$ cat src/rtl/piezo_seq.sv
// piezo_seq: multi-channel tone sequencer for the piezo buzzer pair.
// Each channel holds a programmable {half-period, duration} note table.
// A fixed-priority arbiter picks the lowest-index requesting channel, and a
// higher-priority request pre-empts a lower one mid-song.
module piezo_seq #(
  parameter int NUM_CH   = 3,
  parameter int NOTES    = 8,
  parameter int HP_W     = 15,
  parameter int DUR_W    = 26,
  parameter int GAP_W    = 28,
  parameter int FAST_SIM = 0,
  localparam int CH_W  = (NUM_CH > 1) ? $clog2(NUM_CH) : 1,
  localparam int IDX_W = (NOTES > 1) ? $clog2(NOTES) : 1,
  localparam int LEN_W = IDX_W + 1
) (
  input  logic              clk,
  input  logic              rst,
  input  logic [NUM_CH-1:0] req,
  input  logic              cfg_we,
  input  logic [CH_W-1:0]   cfg_ch,
  input  logic [IDX_W-1:0]  cfg_idx,
  input  logic [HP_W-1:0]   cfg_hp,
  input  logic [DUR_W-1:0]  cfg_dur,
  input  logic              cfg_len_we,
  input  logic [LEN_W-1:0]  cfg_len,
  input  logic [GAP_W-1:0]  cfg_gap,
  output logic              piezo,
  output logic              piezo_n,
  output logic              active,
  output logic [CH_W-1:0]   cur_ch,
  output logic              done
);

  localparam int STEP = (FAST_SIM != 0) ? 64 : 1;
  localparam logic [CH_W:0]    NCH    = (CH_W+1)'(NUM_CH);
  localparam logic [IDX_W:0]   NIDX   = (IDX_W+1)'(NOTES);
  localparam logic [LEN_W-1:0] NNOTES = LEN_W'(NOTES);

  typedef enum logic [1:0] {S_IDLE, S_PLAY, S_GAP} state_e;

  // note tables and per-channel song settings
  logic [HP_W-1:0]  hp_q  [NUM_CH][NOTES];
  logic [DUR_W-1:0] dur_q [NUM_CH][NOTES];
  logic [LEN_W-1:0] len_q [NUM_CH];
  logic [GAP_W-1:0] gap_q [NUM_CH];

  logic ch_ok, idx_ok, len_ok;
  assign ch_ok  = {1'b0, cfg_ch} < NCH;
  assign idx_ok = {1'b0, cfg_idx} < NIDX;
  assign len_ok = cfg_len <= NNOTES;

  // config storage; out-of-range writes are dropped, reset disables every channel
  always_ff @(posedge clk or posedge rst) begin
    if (rst) begin
      for (int c = 0; c < NUM_CH; c++) begin
        len_q[c] <= '0;
        gap_q[c] <= '0;
        for (int n = 0; n < NOTES; n++) begin
          hp_q[c][n]  <= '0;
          dur_q[c][n] <= '0;
        end
      end
    end else begin
      if (cfg_we && ch_ok && idx_ok) begin
        hp_q[cfg_ch][cfg_idx]  <= cfg_hp;
        dur_q[cfg_ch][cfg_idx] <= cfg_dur;
      end
      if (cfg_len_we && ch_ok && len_ok) begin
        len_q[cfg_ch] <= cfg_len;
        gap_q[cfg_ch] <= cfg_gap;
      end
    end
  end

  state_e           state_q, state_d;
  logic [CH_W-1:0]  ch_q, ch_d;
  logic [IDX_W-1:0] idx_q, idx_d, idx_nx;
  logic [LEN_W-1:0] len_l_q, len_l_d;
  logic [GAP_W-1:0] gap_l_q, gap_l_d;
  logic [HP_W-1:0]  hp_w_q, hp_w_d;
  logic [DUR_W-1:0] dur_w_q, dur_w_d;
  logic [HP_W-1:0]  freq_q, freq_d;
  logic [DUR_W-1:0] durc_q, durc_d;
  logic [GAP_W-1:0] gapc_q, gapc_d;
  logic             piezo_q, piezo_d;
  logic             done_c, start, last_note;

  logic [NUM_CH-1:0] elig;
  logic              any_elig, preempt;
  logic [CH_W-1:0]   win;

  // fixed-priority arbiter: lowest-index requesting channel with a non-empty song
  always_comb begin
    elig = '0;
    win  = '0;
    for (int i = 0; i < NUM_CH; i++) elig[i] = req[i] && (len_q[i] != '0);
    for (int i = NUM_CH-1; i >= 0; i--) if (elig[i]) win = CH_W'(i);
  end

  assign any_elig  = |elig;
  assign preempt   = any_elig && (win < ch_q) && (state_q != S_IDLE);
  assign idx_nx    = idx_q + IDX_W'(1);
  assign last_note = (LEN_W'(idx_q) + LEN_W'(1)) >= len_l_q;

  // sequencer next-state: note timing, tone toggling, gap and pre-emption
  always_comb begin
    state_d = state_q;
    ch_d    = ch_q;
    idx_d   = idx_q;
    len_l_d = len_l_q;
    gap_l_d = gap_l_q;
    hp_w_d  = hp_w_q;
    dur_w_d = dur_w_q;
    freq_d  = freq_q;
    durc_d  = durc_q;
    gapc_d  = gapc_q;
    piezo_d = piezo_q;
    done_c  = 1'b0;
    start   = 1'b0;
    case (state_q)
      S_IDLE: begin
        piezo_d = 1'b0;
        start   = any_elig;
      end
      S_PLAY: begin
        if (preempt) begin
          start = 1'b1;
        end else begin
          freq_d = freq_q + HP_W'(STEP);
          durc_d = durc_q + DUR_W'(STEP);
          if (hp_w_q == '0) begin
            piezo_d = 1'b0;
          end else if (freq_q >= hp_w_q) begin
            piezo_d = ~piezo_q;
            freq_d  = '0;
          end
          if (durc_q >= dur_w_q) begin
            freq_d = '0;
            durc_d = '0;
            if (!last_note) begin
              idx_d   = idx_nx;
              hp_w_d  = hp_q[ch_q][idx_nx];
              dur_w_d = dur_q[ch_q][idx_nx];
              // entering a rest silences the pin from its first cycle
              if (hp_q[ch_q][idx_nx] == '0) piezo_d = 1'b0;
            end else begin
              done_c  = 1'b1;
              piezo_d = 1'b0;
              gapc_d  = '0;
              state_d = S_GAP;
            end
          end
        end
      end
      S_GAP: begin
        piezo_d = 1'b0;
        if (preempt) begin
          start = 1'b1;
        end else begin
          gapc_d = gapc_q + GAP_W'(STEP);
          if (gapc_q >= gap_l_q) state_d = S_IDLE;
        end
      end
      default: state_d = S_IDLE;
    endcase
    // song (re)start: latch the winner's settings and its first note
    if (start) begin
      state_d = S_PLAY;
      ch_d    = win;
      idx_d   = '0;
      len_l_d = len_q[win];
      gap_l_d = gap_q[win];
      hp_w_d  = hp_q[win][0];
      dur_w_d = dur_q[win][0];
      freq_d  = '0;
      durc_d  = '0;
      gapc_d  = '0;
      piezo_d = 1'b0;
    end
  end

  // sequencer state registers
  always_ff @(posedge clk or posedge rst) begin
    if (rst) begin
      state_q <= S_IDLE;
      ch_q    <= '0;
      idx_q   <= '0;
      len_l_q <= '0;
      gap_l_q <= '0;
      hp_w_q  <= '0;
      dur_w_q <= '0;
      freq_q  <= '0;
      durc_q  <= '0;
      gapc_q  <= '0;
      piezo_q <= 1'b0;
    end else begin
      state_q <= state_d;
      ch_q    <= ch_d;
      idx_q   <= idx_d;
      len_l_q <= len_l_d;
      gap_l_q <= gap_l_d;
      hp_w_q  <= hp_w_d;
      dur_w_q <= dur_w_d;
      freq_q  <= freq_d;
      durc_q  <= durc_d;
      gapc_q  <= gapc_d;
      piezo_q <= piezo_d;
    end
  end

  assign piezo   = piezo_q;
  assign piezo_n = ~piezo_q;
  assign active  = (state_q == S_PLAY);
  assign cur_ch  = ch_q;
  assign done    = done_c;

endmodule

$ cat config.mk
export PLATFORM = sky130hd
export DESIGN_NAME = piezo_seq
export DESIGN_NICKNAME = d
export VERILOG_FILES = /design/src/rtl/piezo_seq.sv
export SDC_FILE = /design/constraint.sdc
export NUM_CORES = 2
export LEC_CHECK = 0
export BUFFER_PORTS_ARGS = -buffer_cell sky130_fd_sc_hd__buf_2
export CORE_AREA = 4 4 320 322
export CTS_BUF_LIST = sky130_fd_sc_hd__clkbuf_4 sky130_fd_sc_hd__clkbuf_8 sky130_fd_sc_hd__clkbuf_16
export CTS_CLUSTER_SIZE = 24
export DETAILED_ROUTE_END_ITERATION = 12
export DIE_AREA = 0 0 324 326
export GPL_TIMING_DRIVEN = 0
export PLACE_DENSITY = 0.74
export RECOVER_POWER = 100
export SETUP_SLACK_MARGIN = 0.5
export SYNTH_ARGS = -nofsm -noshare
export SYNTH_HDL_FRONTEND = slang
export SYNTH_SLANG_ARGS = --single-unit
$ cat constraint.sdc
create_clock -name clk -period 85.9 [get_ports clk]
set_clock_uncertainty 0.05 [all_clocks]
set_input_delay 17.18 -clock clk [delete_from_list [all_inputs] [get_ports clk]]
set_output_delay 17.18 -clock clk [all_outputs]
set_load 0.01 [all_outputs]
==> flow_summary_export.csv <==
group,metric,value,unit
detailed_routing,drc_errors,0,
hold_path,hold_start,"dur_w_q[16]",
hold_path,whs_endpoint,"dur_w_q[16]",
clock_network,holdBufCountCts,0,
timing,finalSetupViolations,0,
setup_path,startpoint_type,"input port",
floorplanning,die_w,324,um
clock_network,htreeDepth,4,
timing,fmax,0.0254,GHz
final_layout,area_growth,11.5,%
run_status,violations,"capacitance limit, slew limit",
synthesis,synth_cells,4286,
floorplanning,ioPinCount,91,
placed_design,gp_congestion,0.928,
synthesis,ys_warn_count,0,
clock_network,clk_pin_slew,0.06,ns
global_route,grt_pass1_vias,40000,
setup_path,reg2regPathDepth,15,
timing,maxSlewHeadroom,-3.46,
timing,min_period_over_period,0.459,
clock_network,clock-sinks,1230,
setup_path,reg2reg_slack,78.13,ns
detailed_routing,postRouteAntennaNets,0,
clock_network,clk-insertion-delay-late,0.76,ns
final_layout,layout-drive-gt1-share,0.367,
clock_network,post_cts_resized,0,
setup_path,rr_startpoint,"len_q[1]",
final_layout,postLayoutCellArea,65000,um2
global_route,grt_pass1_wl,260000,um
hold_path,worstHoldPathType,"reg -> reg",
floorplanning,chipHeight,326,um
final_layout,mostFrequentLayoutCells,"1230 x dfrtp_1, 1079 x mux2_2, 314 x clkbuf_1",
timing,hold_violations,0,
floorplanning,coreArea,99600,um2
synthesis,yosys.cell_types.count,66,
clock_network,cts_tree,"done",
detailed_routing,firstDrtPassIters,5,
global_route,grt_max_degree,130,
synthesis,synth_edf_count,0,
power_and_ir_drop,peakVddDrop,0.0186,mV
power_and_ir_drop,powerDensity,32.2,nW/um2
power_and_ir_drop,p_total,0.00209,W
detailed_routing,post_drt_wl_per_cell,29.4,um
global_route,antenna_found_initial,14,
placed_design,dpl_cell_area,60700,um2
setup_path,crit_type,"in -> async",
clock_network,clockBufferDepth,3,
setup_path,cp_max_fo,119,
timing,whs,0.426,ns
setup_path,cp.required,85.30,ns
detailed_routing,wl,174000,um
hold_path,hold_depth,2,
final_layout,final_cells,5927,
detailed_routing,drt_iter0_drc,4009,
timing,tightestPinTransition,6.69,ns
timing,drv_slew,1264,
synthesis,synth-async-reset-ratio,1.00,
clock_network,cts_setup_buffers,0,
placed_design,post-place-cells,5685,
synthesis,syn_nets,4454,
floorplanning,dieArea,106000,um2
synthesis,syn_area,58300,um2
global_route,globalRouteTotalUtil,0.334,
setup_path,endpoint_kind,"async pin",
setup_path,cp.arrival,38.80,ns
synthesis,syn_area_per_cell,13.6,um2
timing,rsz0062_at_grt,"no",
clock_network,numCtsBuffers,132,
clock_network,cts_root_buf,"clkbuf_16",
timing,min_period,39.40,ns
run_status,status,"complete, but fails checks",
floorplanning,start_util,0.586,
placed_design,hpwl,116000,um
final_layout,layout_commonest_cell,"dfrtp_1",
flow_run,cap_violations,14,
synthesis,synth_ff_type,"dfrtp_1",
detailed_routing,vias_per_cell,6.57,
synthesis,seq_area_frac_synth,0.528,
placed_design,io_buffers,89,
detailed_routing,vias,38900,
synthesis,synth-seq-cells,1230,
setup_path,r2r-end,"dur_w_q[1]",
timing,tns,0,ns
final_layout,final_nets,4689,
final_layout,fillers,7312,
floorplanning,rows,116,
power_and_ir_drop,leakage,29.1,nW
global_route,grt.overflow.total,0,
through the flow:
step / setup WS (ns) / utilization
global placement: 20.69 / 0.606
global route: 42.19 / 0.653
CTS: 48.00 / 0.656
floorplan: 34.01 / -
finish: 46.50 / 0.653
detailed placement: 48.01 / 0.610
metal layers:
layer	track usage	vias up	wire length (um)
li1	-	16200	-
met1	0.445	20300	68100
met2	0.514	1938	80100
met3	0.0925	501	16400
met4	0.153	14	9160
met5	0	-	161
Yosys cell counts (29+ instances only):
cell	instances	area share
mux2i_1	115	0.020
mux2_2	1082	0.21
buf_2	48	0.0041
mux4_2	255	0.098
clkbuf_1	225	0.014
buf_1	71	0.0046
nor2_1	158	0.010
nand2_1	208	0.013
o21ai_0	171	0.015
ha_1	83	0.018
a21oi_1	157	0.013
o211ai_1	35	0.0045
nand3_1	38	0.0033
dfrtp_1	1230	0.53
nor3_1	29	0.0025
and3_1	39	0.0042
inv_1	93	0.0060
flip-flops by register name, summed over array words and instances, names as in the netlist:
register	cells
gapc_q	28
len_l_q	4
cur_ch	2
gap_q	84
idx_q	3
hp_w_q	15
dur_q	624
hp_q	360
piezo	1
freq_q	15
gap_l_q	28
state_q	2
dur_w_q	26
len_q	12
durc_q	26
power by group:
group / internal [W] / leakage [nW] / total [W] / switching, W
clock network: 0.000361 / 2.30 / 0.000601 / 0.000241
registers: 0.000700 / 15.7 / 0.000766 / 0.0000667
logic: 0.000302 / 11.1 / 0.000724 / 0.000423
total: 0.00136 / 29.1 / 0.00209 / 0.000730
logic make-up (layout without fill, tap and decap cells):
logic type | after synthesis | in the layout | synth area share
flops | 1230 | 1230 | 0.528
simple gates | 580 | 580 | 0.0459
mux | 1452 | 1452 | 0.327
other cells | 0 | 7 | 0
fa+ha+maj | 83 | 83 | 0.0178
buf+inv | 437 | 773 | 0.0292
compound gates | 491 | 491 | 0.0500
xor+xnor | 13 | 13 | 0.00195
worst max path at each step:
stage	startpoint	to	slack, ns	cells past startpoint
2_1_floorplan	rst	cur_ch[0]	34.01	1
5_1_grt	rst	dur_q[119]	42.19	7
4_1_cts	req[2]	done	48.00	13
3_3_place_gp	rst	dur_q[15]	20.69	2
6_report	rst	dur_q[142]	46.50	7
3_5_place_dp	req[2]	done	48.01	13
worst max-delay path, cell delays in order:
cell        delay, ns
clkbuf_1         0.08
clkinvlp_2       1.95
clkbuf_1         3.23
clkbuf_1         4.67
clkbuf_1         4.38
clkbuf_1         2.68
clkbuf_1         4.13
area by class of cell:
type                    count  area (um2)  area share
diodes                      7        17.5    0.000270
plain buffers             344        1340      0.0206
clock buffers             188        3960      0.0609
clock inverters            47         628     0.00966
inverters                  93         350     0.00539
multi-input cells        2619       25800       0.397
flip-flops and latches   1230       30800       0.474
well taps                1298        1620      0.0250
repair buffers            101         479     0.00737
Note: power is estimated with default switching activity, not from simulation.
